File: config.mk
export PLATFORM = sky130hd
export DESIGN_NAME = ysyx_22041211_lsu_flat
export DESIGN_NICKNAME = d
export VERILOG_FILES = /design/src/rtl/ysyx_22041211_lsu_if.sv /design/src/rtl/ysyx_22041211_lsu.sv /design/src/flat_wrapper.sv
export SDC_FILE = /design/constraint.sdc
export NUM_CORES = 1
export LEC_CHECK = 0
export BUFFER_PORTS_ARGS = -buffer_cell sky130_fd_sc_hd__buf_2
export CORE_ASPECT_RATIO = 1.75
export CORE_MARGIN = 2
export CORE_UTILIZATION = 35
export CTS_CLUSTER_SIZE = 16
export DETAILED_ROUTE_END_ITERATION = 10
export RECOVER_POWER = 25
export SLEW_MARGIN = 20
export SYNTH_ARGS = -nofsm -noshare
export SYNTH_HDL_FRONTEND = slang
export SYNTH_SLANG_ARGS = --single-unit
File: constraint.sdc
create_clock -name clk -period 2.1 [get_ports clk]
set_clock_uncertainty 0.05 [all_clocks]
set_input_delay 0.315 -clock clk [delete_from_list [all_inputs] [get_ports clk]]
set_output_delay 0.315 -clock clk [all_outputs]
set_load 0.005 [all_outputs]
File: src/rtl/ysyx_22041211_lsu_if.sv
// Memory-side request/response bus of the LSU: one request channel with
// valid/ready and a response strobe carrying read data (or a write ack).
interface ysyx_22041211_lsu_if #(
  parameter int DATA_LEN = 32
);
  logic                mem_req_valid_o;
  logic                mem_req_ready_i;
  logic [DATA_LEN-1:0] mem_addr_o;
  logic                mem_wen_o;
  logic [DATA_LEN-1:0] mem_wdata_o;
  logic [3:0]          mem_wmask_o;
  logic                mem_rsp_valid_i;
  logic [DATA_LEN-1:0] mem_rdata_i;

  modport master (
    output mem_req_valid_o, mem_addr_o, mem_wen_o, mem_wdata_o, mem_wmask_o,
    input  mem_req_ready_i, mem_rsp_valid_i, mem_rdata_i
  );

  modport slave (
    input  mem_req_valid_o, mem_addr_o, mem_wen_o, mem_wdata_o, mem_wmask_o,
    output mem_req_ready_i, mem_rsp_valid_i, mem_rdata_i
  );
endinterface

File: src/rtl/ysyx_22041211_lsu.sv
// Load/store unit between EX and WB, one access in flight on the memory bus.
// Define YSYX_22041211_MISALIGN_CHK_EN to trap misaligned LH/LHU/SH/LW/SW.
//
// state | meaning
// IDLE  | ready_o=1, waiting for an EX op
// REQ   | memory request held on the bus until accepted
// WAIT  | request accepted, waiting for read data / write ack
// DONE  | result valid towards WB until ready_i
module ysyx_22041211_lsu #(
  parameter int DATA_LEN = 32
) (
  input  logic                clk,
  input  logic                rst,
  input  logic                valid_i,
  output logic                ready_o,
  input  logic [DATA_LEN-1:0] alu_result_i,
  input  logic [DATA_LEN-1:0] mem_wdata_i,
  input  logic [2:0]          load_type_i,
  input  logic [1:0]          store_type_i,
  input  logic                wd_i,
  input  logic [4:0]          wreg_i,
  input  logic [DATA_LEN-1:0] csr_wdata_i,
  output logic                valid_o,
  input  logic                ready_i,
  output logic                wd_o,
  output logic [4:0]          wreg_o,
  output logic [DATA_LEN-1:0] wdata_o,
  output logic [DATA_LEN-1:0] csr_wdata_o,
  output logic                misalign_o,
  ysyx_22041211_lsu_if.master mem
);
  // load_type: 1 LB, 2 LH, 3 LW, 4 LBU, 5 LHU; store_type: 1 SB, 2 SH, 3 SW
  localparam logic [2:0] LD_NONE = 3'd0, LD_LB = 3'd1, LD_LH = 3'd2, LD_LW = 3'd3,
                         LD_LBU = 3'd4, LD_LHU = 3'd5;
  localparam logic [1:0] ST_NONE = 2'd0, ST_SB = 2'd1, ST_SH = 2'd2, ST_SW = 2'd3;

  typedef enum logic [1:0] {IDLE, REQ, WAIT, DONE} state_t;
  state_t state_q, state_d;

  logic [DATA_LEN-1:0] addr_q, sdata_q, csr_q, result_q, load_data;
  logic [2:0]          load_q;
  logic [1:0]          store_q;
  logic                wd_q, misalign_q, fire, mem_op, mis_in;
  logic [4:0]          wreg_q;
  logic [15:0]         lane;

  assign fire   = valid_i && (state_q == IDLE);
  assign mem_op = (load_type_i != LD_NONE) || (store_type_i != ST_NONE);

  always_comb begin
`ifdef YSYX_22041211_MISALIGN_CHK_EN
    if (load_type_i == LD_LH || load_type_i == LD_LHU) mis_in = alu_result_i[0];
    else if (load_type_i == LD_LW) mis_in = |alu_result_i[1:0];
    else if (load_type_i == LD_NONE && store_type_i == ST_SH) mis_in = alu_result_i[0];
    else if (load_type_i == LD_NONE && store_type_i == ST_SW) mis_in = |alu_result_i[1:0];
    else mis_in = 1'b0;
`else
    mis_in = 1'b0;
`endif
  end

  always_ff @(posedge clk) begin
    if (!rst) state_q <= IDLE;
    else      state_q <= state_d;
  end

  always_comb begin
    state_d = state_q;
    unique case (state_q)
      IDLE: if (valid_i) state_d = (mem_op && !mis_in) ? REQ : DONE;
      REQ:  if (mem.mem_req_ready_i) state_d = WAIT;
      WAIT: if (mem.mem_rsp_valid_i) state_d = DONE;
      DONE: if (ready_i) state_d = IDLE;
    endcase
  end

  always_comb begin
    ready_o             = (state_q == IDLE);
    valid_o             = (state_q == DONE);
    mem.mem_req_valid_o = (state_q == REQ);
    mem.mem_wen_o       = (state_q == REQ) && (store_q != ST_NONE);
    mem.mem_wmask_o     = 4'b0000;
    if (state_q == REQ) begin
      unique case (store_q)
        ST_SB:   mem.mem_wmask_o = 4'b0001 << addr_q[1:0];
        ST_SH:   mem.mem_wmask_o = 4'b0011 << addr_q[1:0];
        ST_SW:   mem.mem_wmask_o = 4'b1111;
        default: mem.mem_wmask_o = 4'b0000;
      endcase
    end
  end

  assign mem.mem_addr_o = {addr_q[DATA_LEN-1:2], 2'b00};

  always_comb begin
    unique case (store_q)
      ST_SB:   mem.mem_wdata_o = {4{sdata_q[7:0]}};
      ST_SH:   mem.mem_wdata_o = {2{sdata_q[15:0]}};
      default: mem.mem_wdata_o = sdata_q;
    endcase
  end

  // Bytes shifted past the top lane fall off, so misaligned halfwords zero-fill.
  assign lane = 16'(mem.mem_rdata_i >> {addr_q[1:0], 3'b000});

  always_comb begin
    unique case (load_q)
      LD_LB:   load_data = {{(DATA_LEN-8){lane[7]}}, lane[7:0]};
      LD_LH:   load_data = {{(DATA_LEN-16){lane[15]}}, lane};
      LD_LBU:  load_data = {{(DATA_LEN-8){1'b0}}, lane[7:0]};
      LD_LHU:  load_data = {{(DATA_LEN-16){1'b0}}, lane};
      default: load_data = mem.mem_rdata_i;
    endcase
  end

  always_ff @(posedge clk) begin
    if (!rst) begin
      addr_q     <= '0;
      sdata_q    <= '0;
      csr_q      <= '0;
      result_q   <= '0;
      load_q     <= LD_NONE;
      store_q    <= ST_NONE;
      wd_q       <= 1'b0;
      wreg_q     <= '0;
      misalign_q <= 1'b0;
    end else begin
      misalign_q <= 1'b0;
      if (fire) begin
        addr_q     <= alu_result_i;
        sdata_q    <= mem_wdata_i;
        csr_q      <= csr_wdata_i;
        result_q   <= mis_in ? '0 : alu_result_i;
        load_q     <= load_type_i;
        store_q    <= (load_type_i != LD_NONE) ? ST_NONE : store_type_i;
        wd_q       <= wd_i && !mis_in;
        wreg_q     <= wreg_i;
        misalign_q <= mis_in;
      end else if (state_q == WAIT && mem.mem_rsp_valid_i && load_q != LD_NONE) begin
        result_q <= load_data;
      end
    end
  end

  assign wd_o        = wd_q;
  assign wreg_o      = wreg_q;
  assign wdata_o     = result_q;
  assign csr_wdata_o = csr_q;
  assign misalign_o  = misalign_q;
endmodule

File: src/flat_wrapper.sv
// flat-port wrapper written by rule: the top's interface ports become plain ports
module ysyx_22041211_lsu_flat 
#(
  parameter int DATA_LEN = 32
)
  (clk, rst, valid_i, ready_o, alu_result_i, mem_wdata_i, load_type_i, store_type_i, wd_i, wreg_i, csr_wdata_i, valid_o, ready_i, wd_o, wreg_o, wdata_o, csr_wdata_o, misalign_o, mem_mem_req_valid_o, mem_mem_addr_o, mem_mem_wen_o, mem_mem_wdata_o, mem_mem_wmask_o, mem_mem_req_ready_i, mem_mem_rsp_valid_i, mem_mem_rdata_i);
  ysyx_22041211_lsu_if #(.DATA_LEN(DATA_LEN)) mem_i ();
  input  logic clk;
  input  logic rst;
  input  logic valid_i;
  output logic ready_o;
  input  logic [DATA_LEN-1:0] alu_result_i;
  input  logic [DATA_LEN-1:0] mem_wdata_i;
  input  logic [2:0] load_type_i;
  input  logic [1:0] store_type_i;
  input  logic wd_i;
  input  logic [4:0] wreg_i;
  input  logic [DATA_LEN-1:0] csr_wdata_i;
  output logic valid_o;
  input  logic ready_i;
  output logic wd_o;
  output logic [4:0] wreg_o;
  output logic [DATA_LEN-1:0] wdata_o;
  output logic [DATA_LEN-1:0] csr_wdata_o;
  output logic misalign_o;
  output wire logic [$bits(mem_i.mem_req_valid_o)-1:0] mem_mem_req_valid_o;
  output wire logic [$bits(mem_i.mem_addr_o)-1:0] mem_mem_addr_o;
  output wire logic [$bits(mem_i.mem_wen_o)-1:0] mem_mem_wen_o;
  output wire logic [$bits(mem_i.mem_wdata_o)-1:0] mem_mem_wdata_o;
  output wire logic [$bits(mem_i.mem_wmask_o)-1:0] mem_mem_wmask_o;
  input wire logic [$bits(mem_i.mem_req_ready_i)-1:0] mem_mem_req_ready_i;
  input wire logic [$bits(mem_i.mem_rsp_valid_i)-1:0] mem_mem_rsp_valid_i;
  input wire logic [$bits(mem_i.mem_rdata_i)-1:0] mem_mem_rdata_i;
  assign mem_mem_req_valid_o = mem_i.mem_req_valid_o;
  assign mem_mem_addr_o = mem_i.mem_addr_o;
  assign mem_mem_wen_o = mem_i.mem_wen_o;
  assign mem_mem_wdata_o = mem_i.mem_wdata_o;
  assign mem_mem_wmask_o = mem_i.mem_wmask_o;
  assign mem_i.mem_req_ready_i = mem_mem_req_ready_i;
  assign mem_i.mem_rsp_valid_i = mem_mem_rsp_valid_i;
  assign mem_i.mem_rdata_i = mem_mem_rdata_i;
  ysyx_22041211_lsu #(.DATA_LEN(DATA_LEN)) u_core (.clk(clk), .rst(rst), .valid_i(valid_i), .ready_o(ready_o), .alu_result_i(alu_result_i), .mem_wdata_i(mem_wdata_i), .load_type_i(load_type_i), .store_type_i(store_type_i), .wd_i(wd_i), .wreg_i(wreg_i), .csr_wdata_i(csr_wdata_i), .valid_o(valid_o), .ready_i(ready_i), .wd_o(wd_o), .wreg_o(wreg_o), .wdata_o(wdata_o), .csr_wdata_o(csr_wdata_o), .misalign_o(misalign_o), .mem(mem_i));
endmodule
# [After elaboration in Yosys (flattened, before gate mapping)]
# Cells that the tools add are included.
[word_totals] regBits=141 inputBits=145 out_inout_bits=143 elab_cells=51
[op_classes] eq_ne=14 shifts=3 mux=13 reduce_logical=12
[ops] operator="$pmux 32 s4" n=1
[ops] operator="$mux 32" n=2
[ops] operator="$pmux 32 s2" n=1
[ops] operator="$shr 32x5->16" n=1
[ops] operator="$mux 2" n=6
[ops] operator="$pmux 4 s3" n=1
[ops] operator="$eq 2x2->1 const B" n=4
[ops] operator="$pmux 2 s4" n=1
[ops] operator="$eq 3x3->1 const B" n=2
[ops] operator="$reduce_bool 2->1" n=3
[ops] operator="$reduce_bool 3->1" n=2
[ops] operator="$eq 2x1->1 const B" n=2
[ops] operator="$logic_and 1x1->1" n=4
[ops] operator="$mux 4" n=1
[ops] operator="$ne 2x1->1 const B" n=2
[ops] operator="$ne 2x2->1 const B" n=2
[ops] operator="$reduce_and 4->1" n=1
[ops] operator="$shl 1x2->4 const A" n=1
[ops] operator="$shl 2x2->4 const A" n=1
[ops] operator="$eq 3x1->1 const B" n=1
[ops] operator="$eq 3x2->1 const B" n=1
[ops] operator="$logic_not 2->1" n=1
[ops] operator="$logic_or 1x1->1" n=1

# [Logic depth before layout (Yosys ltp)]
[depth] depth_word=5 depth_mapped=8 depth_no_buf=6

# [Worst setup path before layout]
# Ideal clock, no wire load.
[synth_timing] path_kind="register to register" startpoint="register u_core.state_q[0]" endpoint="register u_core.addr_q[0]" setup_ns=0.070 arrival_time_ns=1.791 required_ns=1.980 path_slack_ns=0.189 stages_incl_launch_ff=9 path_buffers=3 synth_period_minus_slack_ns=1.911 path_cell_list="dfxtp_1 > inv_1 > ha_1 > nand2_1 > clkbuf_1 > clkbuf_1 > clkbuf_1 > nand2_1 > a21oi_1"
[synth_between] elab_chain_len=2
[synth_lines] element="start, declared" line_no="ysyx_22041211_lsu.sv:38" text="state_t state_q, state_d;"
[synth_lines] element="start signal, assigned" line_no="ysyx_22041211_lsu.sv:64" text="else state_q <= state_d;"
[synth_lines] element="$logic_not 2->1"
[synth_lines] element="via ready_o" line_no="flat_wrapper.sv:11" text="output logic ready_o;"
[synth_lines] element="$logic_and 1x1->1" line_no="ysyx_22041211_lsu.sv:47" text="assign fire = valid_i && (state_q == IDLE);"
[synth_lines] element="end signal, assigned" line_no="ysyx_22041211_lsu.sv:130" text="addr_q <= alu_result_i;"
[synth_lines] element="end, declared" line_no="ysyx_22041211_lsu.sv:40" text="logic [DATA_LEN-1:0] addr_q, sdata_q, csr_q, result_q, load_data;"
# The timed path passes the listed nets, and every way through them passes these cells.
# A chain may end at the register's enable or synchronous reset.

# [Worst setup path in the final report]
[layout_timing] startpoint="register u_core.store_q[1]" endpoint="output port mem_mem_wmask_o[3]"
[layout_between] elab_chain_len=3 elab_cells_between_ends=5 cone_classes="3 x eq/ne; 2 x mux"
[layout_lines] element="start, declared" line_no="ysyx_22041211_lsu.sv:42" text="logic [1:0] store_q;"
[layout_lines] element="start signal, assigned" line_no="ysyx_22041211_lsu.sv:135" text="store_q <= (load_type_i != LD_NONE) ? ST_NONE : store_type_i;"
[layout_lines] element="$eq 2x2->1 or $eq 2x1->1 (tied branches)" line_no="ysyx_22041211_lsu.sv:84" text="unique case (store_q)"
[layout_lines] element="$pmux 4 s3 *" line_no="ysyx_22041211_lsu.sv:84"
[layout_lines] element="$mux 4 *" line_no="ysyx_22041211_lsu.sv:83" text="if (state_q == REQ) begin"
[layout_lines] element="end, declared" line_no="flat_wrapper.sv:30" text="output wire logic [$bits(mem_i.mem_wmask_o)-1:0] mem_mem_wmask_o;"
# Every way passes the cells marked *; elsewhere a longest branch is shown, timed or not.

==> key figures <==
Yosys
  • Main flop type after synthesis: dfxtp_1
  • Mapped Area: 6580 um2
  • Post-Syn Instances: 843
  • Post-synth top area share: 42.9%
  • Synth area leader: dfxtp_1
  • Yosys warning total: 0
  • Mean Syn Cell Area: 7.81 um2
  • #FFs+latches synth: 141
  • EDFF count, synth: 0
  • Leading post-synthesis cells by cell area: dfxtp_1, nand2_1, a21oi_1
  • Count of different cell masters after synthesis: 45
  • Asr flop ratio synth: 0%
  • Post-synthesis sequential area ratio: 42.9%

Critical path
  • CP bufs+invs: 3
  • CP Launch Type: flip-flop
  • CP max FO: 6
  • Critical path required time: 1.74 ns
  • Cell family with most CP delay: flip-flops
  • Crit. End Element: output port
  • Critical path cell sequence: inv_4, ha_4, buf_6, a31oi_1, nor2_1, buf_2
  • Max stage delay on crit path: 0.39 ns
  • Slowest cell on the critical path: dfxtp_4
  • Critical Path AT: 1.69 ns
  • Worst setup path class: reg -> out

Cells and area
  • Nets: 1231
  • Layout cell share with drive strength beyond 1: 31.1%
  • Finished Cell Area: 8790 um2
  • Area delta synth->final: 33.5%
  • Final design utilization: 47.5%
  • Most common cell after layout, fill and taps aside: nand2_1
  • Commonest cells after routing, fill and taps aside: nand2_1, buf_2, dfxtp_1, a21oi_1, clkbuf_1
  • Cell Count, Final, Fillers Out: 1329

CTS
  • Clk root buf: clkbuf_16
  • Clock Sinks: 141
  • Worst skew pair latency: 0.41 ns
  • Clock buffer count from CTS: 17
  • Clock Tree Buf Depth: 2
  • CTS tree: yes
  • H-tree depth: 4
  • Worst-path clk slew: 0.06 ns

Drt
  • DRC errors left: 0
  • Drt total wl: 23200 um
  • Vias per std cell: 5.10
  • DR vias: 6784
  • Detailed Routing Iterations Pass 1: 5
  • Drt wl/cell: 17.4 um
  • 1st-iter DRT viols: 312
  • Routed Antenna Nets: 0

Place
  • Placed Area: 8040 um2
  • Final Wtd Congestion: 0.886
  • Dpl hpwl: 17400 um
  • Dpl cells: 1289
  • # port buffers: 284

Die
  • Die Span Y: 185 um
  • Core area: 18500 um2
  • Die Footprint: 20000 um2
  • Ports: 288
  • Initial Util: 35.6%
  • Die Width: 108 um
  • Row count: 66

Timing
  • Slew headroom: 57.3%
  • Max Slew Vio Count: 0
  • RSZ-0062 raised after global routing: true
  • Final setup viols: 0
  • Final hold vios: 0
  • Final worst path period share: 97.6%
  • Highest clock rate: 0.488 GHz
  • Worst-Margin Slew: 0.630 ns
  • Min cycle time layout: 2.05 ns

Global routing
  • Gr ovfl total: 0
  • Met3 Track Usage GR: 4.96%
  • Vias in the first global route: 6338
  • First-pass GRT wire length: 34000 um
  • GRT Total Usage: 22.2%
  • Initial antenna violation count: 4
  • GR Util met2: 42.1%
  • Gr busiest metal: met2
  • Largest net degree at the start of global routing: 66
  • Met1 Track Usage GR: 22.5%

Flow run
  • Max-Cap Viols: 0

Power and ir drop
  • PD cells: 1100 nW/um2
  • Leakage power: 3.74 nW
  • Clock power frac: 33.2%
  • Tot Pwr: 9.70 mW
  • Switch share: 34.3%
  • Peak VDD IR: 635 uV
  • Psw: 3.33 mW
  • P_int: 6.37 mW
  • Logic pwr share: 31.2%
  • Register share of total power: 35.5%

Min path
  • HP Class: in -> reg

Run status
  • Status: finished, final reports clean
[power by group through the flow]
stage          registers, mW  clock network [mW]  logic (mW)
2_1_floorplan           3.46                   0        1.87
3_3_place_gp            3.48                   0        3.02
3_5_place_dp            3.49                   0        3.04
4_1_cts                 3.44                3.29        3.07
5_1_grt                 3.50                3.40        3.35
6_report                3.44                3.22        3.03
[repair_timing]
action                     CTS  global route
setup buffers                4             2
pin swaps                    4             6
hold buffers                 0             0
resized for setup           22            16
setup endpoints to repair   27            40
hold endpoints to repair     0             0
[synth_stat cells, drive strengths merged (7+ instances only)]
cell type  instances
a2bb2oi            7
o2bb2ai            7
a31oi             11
a221oi            19
buf               54
o221ai            12
a21oi            116
o22ai              8
a22oi              8
o21ai             22
a211oi             8
clkbuf            54
nor2              20
ha                10
mux2i             10
dfxtp            141
nor2b             10
nand2            250
a22o               8
inv               17
[logic make-up (layout without fill, tap and decap cells)]
family	count (synthesis)	count (layout)	synth area share [%]
AO/OA/AOI/OAI	245	245	24.0
flip-flops	141	141	42.9
AND/OR/NAND/NOR	307	307	19.0
buffers and inverters	125	369	9.83
adder cells (fa/ha/maj)	10	10	1.90
other	1	5	0.0570
multiplexers	14	14	2.38
[cell type report]
type / instances / area, um2
fillers: 1960 / 9710
flip-flops and latches: 141 / 2830
multi-input cells: 579 / 3210
well taps: 238 / 298
clock inverters: 13 / 189
clock buffers: 19 / 433
inverters: 17 / 68.8
repair buffers: 320 / 1750
diodes: 2 / 5.00
[sequential cells by signal (all words and copies together), names as in the netlist]
register / flops
u_core.sdata_q: 32
u_core.wdata_o: 32
u_core.wreg_o: 5
u_core.load_q: 3
u_core.addr_q: 32
u_core.store_q: 2
u_core.csr_wdata_o: 32
u_core.wd_o: 1
u_core.state_q: 2
[tightest hold or removal path, delay by kind of cell]
| family | cells | cell delay (ns) |
|---|---|---|
| AO/OA/AOI/OAI | 1 | 0.05 |
| buffers and inverters | 1 | 0.10 |
| AND/OR/NAND/NOR | 1 | 0.05 |
[through the flow]
stage / TNS (ns) / hold WS, ns / worst slack, ns
after floorplan: 0 / 0.386 / 0.189
after global placement: 0 / 0.389 / 0.128
after detailed placement: 0 / 0.393 / 0.0984
after CTS: -0.0208 / 0.0648 / -0.0194
after global routing: -0.275 / 0.0665 / -0.0429
final: 0 / 0.0822 / 0.0498
[metal layers]
| layer | vias up | routed length [um] |
|---|---|---|
| li1 | 3347 | - |
| met1 | 3121 | 8020 |
| met4 | 4 | 887 |
| met2 | 252 | 12800 |
| met5 | - | 26 |
| met3 | 60 | 1390 |
[worst paths after layout]
path                                            from                                  to  slack (ns)  cells after the start
setup / recovery      u_core.store_q[1]$_SDFFE_PN0P_                  mem_mem_wmask_o[3]        0.05                      6
hold / removal                       mem_wdata_i[14]     u_core.sdata_q[14]$_SDFFE_PN0P_        0.08                      3
setup reg to reg       u_core.addr_q[1]$_SDFFE_PN0P_     u_core.wdata_o[10]$_SDFFE_PN0P_        0.13                      4
hold reg to reg   u_core.csr_wdata_o[7]$_SDFFE_PN0P_  u_core.csr_wdata_o[7]$_SDFFE_PN0P_        0.40                      2
Note: power is estimated with default switching activity, not from simulation.
